[src/rtl/pipeline_id_stage.sv]
// pipeline_id_stage: RV32I-subset decode with bypassed register file, load-use bubbling and a
// valid/ready ID/EX output register.
module pipeline_id_stage #(
  parameter int XLEN       = 32,
  parameter int REG_ADDR_W = 5,
  parameter int ALU_TYPE_W = 4
) (
  input  logic                  clk,
  input  logic                  rst,
  input  logic                  in_valid,
  output logic                  in_ready,
  input  logic [31:0]           inst,
  input  logic [XLEN-1:0]       pc,
  input  logic                  wb_en,
  input  logic [REG_ADDR_W-1:0] wb_rd,
  input  logic [XLEN-1:0]       wb_data,
  input  logic                  flush,
  output logic                  out_valid,
  input  logic                  out_ready,
  output logic [ALU_TYPE_W-1:0] alu_type,
  output logic [REG_ADDR_W-1:0] rd,
  output logic                  rd_we,
  output logic [XLEN-1:0]       src1,
  output logic [XLEN-1:0]       src2,
  output logic [XLEN-1:0]       store_data,
  output logic                  mem_rd,
  output logic                  mem_wr,
  output logic [XLEN-1:0]       pc_out,
  output logic                  illegal
);
  typedef logic [ALU_TYPE_W-1:0] alu_t;
  localparam alu_t ADD = alu_t'(0), SUB = alu_t'(1), SLL = alu_t'(2), SLT = alu_t'(3),
                   SLTU = alu_t'(4), XOR = alu_t'(5), SRL = alu_t'(6), SRA = alu_t'(7),
                   OR = alu_t'(8), AND = alu_t'(9), NOP = alu_t'(15);
  localparam logic [6:0] OP_R = 7'b0110011, OP_I = 7'b0010011, OP_LD = 7'b0000011,
                         OP_ST = 7'b0100011, OP_LUI = 7'b0110111;
  logic [XLEN-1:0]       r_rf [2**REG_ADDR_W];
  logic                  r_valid, r_rd_we, r_mrd, r_mwr, r_ill;
  alu_t                  r_alu;
  logic [REG_ADDR_W-1:0] r_rd;
  logic [XLEN-1:0]       r_src1, r_src2, r_sd, r_pc;
  logic [6:0]            w_opc, w_f7;
  logic [2:0]            w_f3;
  logic [REG_ADDR_W-1:0] w_rs1, w_rs2, w_rd;
  logic signed [11:0]    w_i12, w_s12;
  logic signed [31:0]    w_u32;
  logic [XLEN-1:0]       w_v1, w_v2, w_imm_i, w_imm_s, w_imm_u, w_shamt, w_src1, w_src2;
  alu_t                  w_aop, w_alu;
  logic                  w_f7_r, w_f7_i, w_rd_we, w_mrd, w_mwr, w_ill, w_use2, w_adv, w_haz;
  assign w_opc   = inst[6:0];
  assign w_f3    = inst[14:12];
  assign w_f7    = inst[31:25];
  assign w_rd    = REG_ADDR_W'(inst[11:7]);
  assign w_rs1   = REG_ADDR_W'(inst[19:15]);
  assign w_rs2   = REG_ADDR_W'(inst[24:20]);
  assign w_i12   = inst[31:20];
  assign w_s12   = {inst[31:25], inst[11:7]};
  assign w_u32   = {inst[31:12], 12'b0};
  assign w_imm_i = XLEN'(w_i12);
  assign w_imm_s = XLEN'(w_s12);
  assign w_imm_u = XLEN'(w_u32);
  assign w_shamt = XLEN'(inst[24:20]);
  // Writeback in the same cycle is forwarded so the operand never sees a stale file entry.
  assign w_v1 = (w_rs1 == '0) ? '0 : (wb_en && wb_rd == w_rs1) ? wb_data : r_rf[w_rs1];
  assign w_v2 = (w_rs2 == '0) ? '0 : (wb_en && wb_rd == w_rs2) ? wb_data : r_rf[w_rs2];
  assign w_f7_r = (w_f7 == 7'b0) || (w_f7 == 7'b0100000 && (w_f3 == 3'd0 || w_f3 == 3'd5));
  assign w_f7_i = (w_f3 == 3'd1) ? (w_f7 == 7'b0) :
                  (w_f3 == 3'd5) ? (w_f7 == 7'b0 || w_f7 == 7'b0100000) : 1'b1;
  always_comb begin
    case (w_f3)
      3'd0:    w_aop = (w_opc == OP_R && inst[30]) ? SUB : ADD;
      3'd1:    w_aop = SLL;
      3'd2:    w_aop = SLT;
      3'd3:    w_aop = SLTU;
      3'd4:    w_aop = XOR;
      3'd5:    w_aop = inst[30] ? SRA : SRL;
      3'd6:    w_aop = OR;
      default: w_aop = AND;
    endcase
  end
  always_comb begin
    w_alu   = NOP;
    w_src1  = w_v1;
    w_src2  = w_v2;
    w_rd_we = 1'b0;
    w_mrd   = 1'b0;
    w_mwr   = 1'b0;
    w_ill   = 1'b0;
    case (w_opc)
      OP_R: begin
        w_ill   = !w_f7_r;
        w_alu   = w_f7_r ? w_aop : NOP;
        w_rd_we = w_f7_r;
      end
      OP_I: begin
        w_ill   = !w_f7_i;
        w_alu   = w_f7_i ? w_aop : NOP;
        w_rd_we = w_f7_i;
        w_src2  = (w_f3 == 3'd1 || w_f3 == 3'd5) ? w_shamt : w_imm_i;
      end
      OP_LD: begin
        w_alu   = ADD;
        w_rd_we = 1'b1;
        w_mrd   = 1'b1;
        w_src2  = w_imm_i;
      end
      OP_ST: begin
        w_alu  = ADD;
        w_mwr  = 1'b1;
        w_src2 = w_imm_s;
      end
      OP_LUI: begin
        w_alu   = ADD;
        w_rd_we = 1'b1;
        w_src1  = '0;
        w_src2  = w_imm_u;
      end
      default: w_ill = 1'b1;
    endcase
  end
  assign w_use2   = (w_opc == OP_R) || (w_opc == OP_ST);
  assign w_adv    = !r_valid || out_ready;
  assign w_haz    = r_valid && r_mrd && r_rd != '0 && (r_rd == w_rs1 || (r_rd == w_rs2 && w_use2));
  assign in_ready = !rst && w_adv && !w_haz && !flush;
  always_ff @(posedge clk) begin
    if (rst) begin
      for (int i = 0; i < 2**REG_ADDR_W; i++) r_rf[i] <= '0;
      r_valid <= 1'b0;
      r_alu   <= NOP;
      r_rd    <= '0;
      r_rd_we <= 1'b0;
      r_src1  <= '0;
      r_src2  <= '0;
      r_sd    <= '0;
      r_mrd   <= 1'b0;
      r_mwr   <= 1'b0;
      r_pc    <= '0;
      r_ill   <= 1'b0;
    end else begin
      if (wb_en && wb_rd != '0) r_rf[wb_rd] <= wb_data;
      if (flush) r_valid <= 1'b0;
      else if (w_adv) begin
        if (w_haz) begin
          r_valid <= 1'b0;
          r_alu   <= NOP;
          r_rd_we <= 1'b0;
          r_mrd   <= 1'b0;
          r_mwr   <= 1'b0;
        end else if (in_valid) begin
          r_valid <= 1'b1;
          r_alu   <= w_alu;
          r_rd    <= w_rd;
          r_rd_we <= w_rd_we;
          r_src1  <= w_src1;
          r_src2  <= w_src2;
          r_sd    <= w_v2;
          r_mrd   <= w_mrd;
          r_mwr   <= w_mwr;
          r_pc    <= pc;
          r_ill   <= w_ill;
        end else r_valid <= 1'b0;
      end
    end
  end
  assign out_valid  = r_valid;
  assign alu_type   = r_alu;
  assign rd         = r_rd;
  assign rd_we      = r_rd_we;
  assign src1       = r_src1;
  assign src2       = r_src2;
  assign store_data = r_sd;
  assign mem_rd     = r_mrd;
  assign mem_wr     = r_mwr;
  assign pc_out     = r_pc;
  assign illegal    = r_ill;
endmodule

[config.mk]
export PLATFORM = sky130hd
export DESIGN_NAME = pipeline_id_stage
export DESIGN_NICKNAME = d
export VERILOG_FILES = /design/src/rtl/pipeline_id_stage.sv
export SDC_FILE = /design/constraint.sdc
export NUM_CORES = 2
export LEC_CHECK = 0
export ABC_AREA = 1
export CORE_UTILIZATION = 40
export DETAILED_ROUTE_END_ITERATION = 7
export PLACE_DENSITY_LB_ADDON = 0.25
export SYNTH_ARGS = -nofsm -noshare
export SYNTH_HDL_FRONTEND = slang
export SYNTH_SLANG_ARGS = --single-unit
[constraint.sdc]
create_clock -name clk -period 6.8 [get_ports clk]
set_clock_uncertainty 0.1 [all_clocks]
set_input_delay 1.36 -clock clk [delete_from_list [all_inputs] [get_ports clk]]
set_output_delay 1.36 -clock clk [all_outputs]
set_load 0.02 [all_outputs]
After elaboration in Yosys (flattened, before gate mapping):

Memories as Yosys holds them, arrays and structs flattened.
Index checks and enable logic that the tools add are counted.

* equal/unequal tests: 16
* multiplexer cells: 37
* bitwise gates (word level): 2
* reductions and logical operators: 38

Operators by type and width (number)
* 32-bit two-way mux: 7
* 32-bit case mux with 4 select lines: 1
* 32-bit OR reduction: 1
* 7-bit by 6-bit equality test with 1-bit output (second input constant): 4
* 4-bit case mux with 7 select lines: 1
* 5-bit equality test: 4
* 1-bit two-way mux: 20
* 4-bit two-way mux: 4
* 1-bit logical AND: 12
* 4-bit case mux with 3 select lines: 1
* 5-bit zero test: 2
* 5-bit nonzero test: 2
* 3-bit equality test (second input constant): 3
* 7-bit by 2-bit equality test with 1-bit output (second input constant): 1
* 7-bit by 5-bit equality test with 1-bit output (second input constant): 1
* 7-bit zero test: 1
* 1-bit logical OR: 7
* 3-bit by 2-bit equality test with 1-bit output (second input constant): 2
* 1-bit zero test: 6
* 1-bit case mux with 3 select lines: 2
* 5-bit two-way mux: 1
* 4-bit AND reduction: 1
* 2-bit OR reduction: 2
* 3-bit by 1-bit equality test with 1-bit output (second input constant): 1
* 5 further kinds: 6

* register bits: 142
* memory bits (writable): 1024
* output and inout port bits: 143
* word-level logic and storage cells: 105
* memories kept: 1

Memories
* r_rf: depth 32, bits a word 32, rd ports 2, clocked after Yosys merged registers in 0, wr ports 32, line 37 `logic [XLEN-1:0] r_rf [2**REG_ADDR_W];`

Depth between registers and ports, before layout:

* depth in word-level cells: 8
* gate-level depth with buffers: 16

Worst setup path after synthesis:

No wires, ideal clock.

* path kind: in2out
* start: in inst[21]
* end: out in_ready
* arrival time: 2.600 ns
* data required time: 5.340 ns
* slack: 2.740 ns
* stages on the path: 9
* path buffers: 2
* cells stage by stage: buf_4 xor2_1 nor2_1 nand3_1 nand2_1 nand2_2 buf_2 inv_1 nor3_1

* cells in the longest elaborated chain, start to end: 7

Ends and longest elaborated chain
* start, declared: line 12 `input logic [31:0] inst,`
* 5-bit equality test: line 123 `assign w_haz = r_valid && r_mrd && r_rd != '0 && (r_rd == w_rs1 || (r_rd == w_rs2 && w_use2));`
* 1-bit logical AND: line 123
* 1-bit logical OR: line 123
* 1-bit logical AND: line 123
* 1-bit zero test: line 124 `assign in_ready = !rst && w_adv && !w_haz && !flush;`
* 1-bit logical AND (2 in a row): line 124
* end, declared: line 11 `output logic in_ready,`

Every way passes these cells.

Final worst setup path:

* start: in inst[6]
* end: out in_ready

* cells in the longest elaborated chain, start to end: 8
* elaborated cells on any way between the ends: 9

Ends and longest elaborated chain
* 7-bit by 6-bit equality test with 1-bit output: line 121 `assign w_use2 = (w_opc == OP_R) || (w_opc == OP_ST);`
* 1-bit logical OR (*): line 121
* 1-bit logical AND (*): line 123
* 1-bit logical OR (*): line 123
* 1-bit logical AND (*): line 123
* 1-bit zero test (*): line 124
* 1-bit logical AND (*) (2 in a row): line 124

Every way passes the cells marked *; elsewhere a longest branch is shown, timed or not.

==> results by group <==
CTS
  • Clk_lat worst skew: 800 ps
  • TritonCTS clock tree: done
  • Hold Buf Count CTS: 0
  • Post-CTS Setup Bufs: 0
  • H-Tree Level Count: 4
  • CTS Sinks: 1166
  • CTS root buf: clkbuf_16
  • Max clock buf depth: 3
  • Post_cts resized: 0
  • CTS Buf Count: 133
  • Clk slew on worst S/H paths: 50 ps

Power and ir drop
  • Leak: 0.02762 uW
  • Power per cell area: 252.7 mW/mm^2
  • VDD IR max: 0.2904 mV

Detailed routing
  • Post-route ant nets: 0
  • DRT Pass-1 Iters: 8
  • Vias per Instance: 6.027
  • DR iter-0 viols: 9764
  • Routed vias: 58440
  • Wire per inst: 26.71 microns
  • DRC: 6
  • Routed wire length: 258.9 mm

Worst setup path
  • Crit Path Class: in2out
  • Reg2Reg Setup Slack: 3220 ps
  • CP Capture Type: output port
  • Crit path buffers/inverters: 4
  • Crit path DAT: 3760 ps
  • Startpoint type of the worst setup path: input pin
  • Slowest cell on the critical path: clkdlybuf4s50_1
  • Critical path's top delay family: buffers and inverters
  • CP Data Required Time: 5340 ps
  • Critical path, cell by cell: clkdlybuf4s50_1, inv_1, nand3_1, a21oi_1, nand3_1, nand2_1, nand2_2, inv_1, nor3_1, clkdlybuf4s50_1
  • CP peak stage delay: 710 ps
  • Crit-path max FO: 12

Global route
  • Total grt overflow: 0
  • First-pass GRT wire length: 366.6 mm
  • Vias in the first global route: 53310
  • Initial antenna violation count: 9
  • Largest net degree at the start of global routing: 215
  • All-Layer GR Usage: 0.3171

Placement
  • PortBufs: 249
  • Post-DP HPWL: 152.5 mm
  • Placer Congestion: 0.9583
  • Cells after DPL: 9459
  • Area after DPL: 0.06632 sq mm

Final layout
  • Ratio of cells with drive above 1 in the final layout: 0.05395
  • Layout Utilization: 0.4511
  • Layout area overhead: 12.09%
  • # fillers: 15090
  • Final std cells w/o fill: 9696
  • Nets@finish: 7643
  • Final instance area: 0.07039 sq mm

Synthesis
  • Top_reg_cell synth: edfxtp_1
  • Yosys Warn Count: 0
  • Synth Area per Inst: 8.225 sq um
  • Distinct cells, synth: 37
  • Register bit total from synthesis: 1166
  • Cell with the most instances after synthesis: nand2_1
  • Post-synth EDFFs: 1024
  • Sequential area share after synthesis: 0.5350
  • Post-synth top area share: 0.4897
  • Syn Std Cell Area: 0.06279 sq mm
  • Post-synth top area cell: edfxtp_1
  • Share of flip-flops with an asynchronous set or reset: 0
  • Synth area leaders: edfxtp_1, nand2_1, nor2_1
  • Most frequent cells after synthesis: nand2_1, nor2_1, edfxtp_1
  • Synth Instances: 7634

Floorplan
  • Die Span Y: 398.2 microns
  • Site Rows: 145
  • Ports: 250
  • Initial Util: 0.4025
  • Core area: 0.1560 sq mm
  • Die X: 398.2 microns
  • Die ar.: 0.1586 sq mm

Hold path
  • HP Class: reg2reg

Timing
  • RSZ-0062 raised after global routing: no
  • Worst slew pin tran: 1454 ps
  • Setup Viol. Count Final: 0
  • Setup TNS: 0 ps
  • Final Hold Fails: 0
  • Hold_ws: 362.1 ps
  • Pins over their slew limit: 0
  • Min Tclk post-route: 5216 ps
  • Rel. slew slack: 0.02717
  • FMAX: 191.7 MHz
  • Period utilization: 0.7670

Flow run
  • Max-Cap Viols: 0

Status
  • Status: complete, but fails checks
  • Failing checks: DRC
==> per-stage QoR <==
step / total power [uW] / worst slack, ps
global route: 18250 / 1479
floorplan: 9887 / 2740
detailed placement: 10910 / 1534
CTS: 17710 / 1530
global placement: 10880 / 1558
finish: 17780 / 1584
==> power by group <==
group          leakage (uW)  total [uW]  switching [uW]  internal [uW]
logic                0.0147        2500            1830            666
clock network       0.00197        6910            3020           3890
registers            0.0109        8380             196           8180
==> cell families (layout without fill, tap and decap cells) <==
family                    Yosys count  in the layout  share of synthesized area
and+or+nand+nor                  3564           3564                     0.2326
xor gates and xnor gates            8              8                   0.001116
buffers and inverters            1275           1246                    0.08674
other                               1             34                 0.00005972
DFF                              1166           1166                     0.5350
AOI/OAI and AO/OA                1620           1620                     0.1445
==> worst reg2reg max path: cells and delay by family (launching register included) <==
family	cells	cell delay, ps
AND/OR/NAND/NOR	4	660
XOR/XNOR	1	470
flip-flops	1	780
AO/OA/AOI/OAI	2	280
buffers and inverters	2	1220
==> layout by cell type (no fill, tap or decap), types with 39 or more instances in the layout <==
cell,synthesis,layout
buf_4,29,158
a21oi_1,614,614
clkbuf_1,320,39
inv_1,578,572
o21ai_0,594,594
o211ai_1,351,351
edfxtp_1,1024,1024
nor2_1,1287,1286
dfxtp_1,142,142
clkdlybuf4s50_1,0,238
nand3_1,880,879
nand2_1,1358,1334
clkbuf_16,0,140
==> routing by layer <==
layer	global-route usage	share of wire	vias up
met5	0	0.00033	-
li1	-	-	25550
met2	0.4805	0.43	4420
met4	0.1764	0.060	12
met1	0.4058	0.36	27590
met3	0.09139	0.14	863
==> worst paths after layout <==
path | startpoint | end | cells after the start
worst max-delay path | inst[6] | in_ready | 10
worst min-delay path | pc_out[1] | pc_out[1] | 2
worst max register to register | rd[4] | src2[21] | 9
worst min register to register | pc_out[1] | pc_out[1] | 2
==> cell type report <==
cell class	instances	area, sq um	area share
Multi-Input combinational cell	5224	23940	0.3402
Clock buffer	185	3724	0.05290
Sequential cell	1166	33590	0.4773
Clock inverter	50	334.1	0.004746
Timing Repair Buffer	419	3970	0.05640
Antenna cell	2	5.005	0.00007111
Inverter	592	2242	0.03186
Tap cell	2058	2575	0.03658
==> state kept, by name, indices dropped and copies added (netlist names) <==
name,count
alu_type,4
illegal,1
mem_rd,1
mem_wr,1
out_valid,1
pc_out,32
r_rf,1024
rd,5
rd_we,1
src1,32
src2,32
store_data,32
Note: power is estimated with default switching activity, not from simulation.
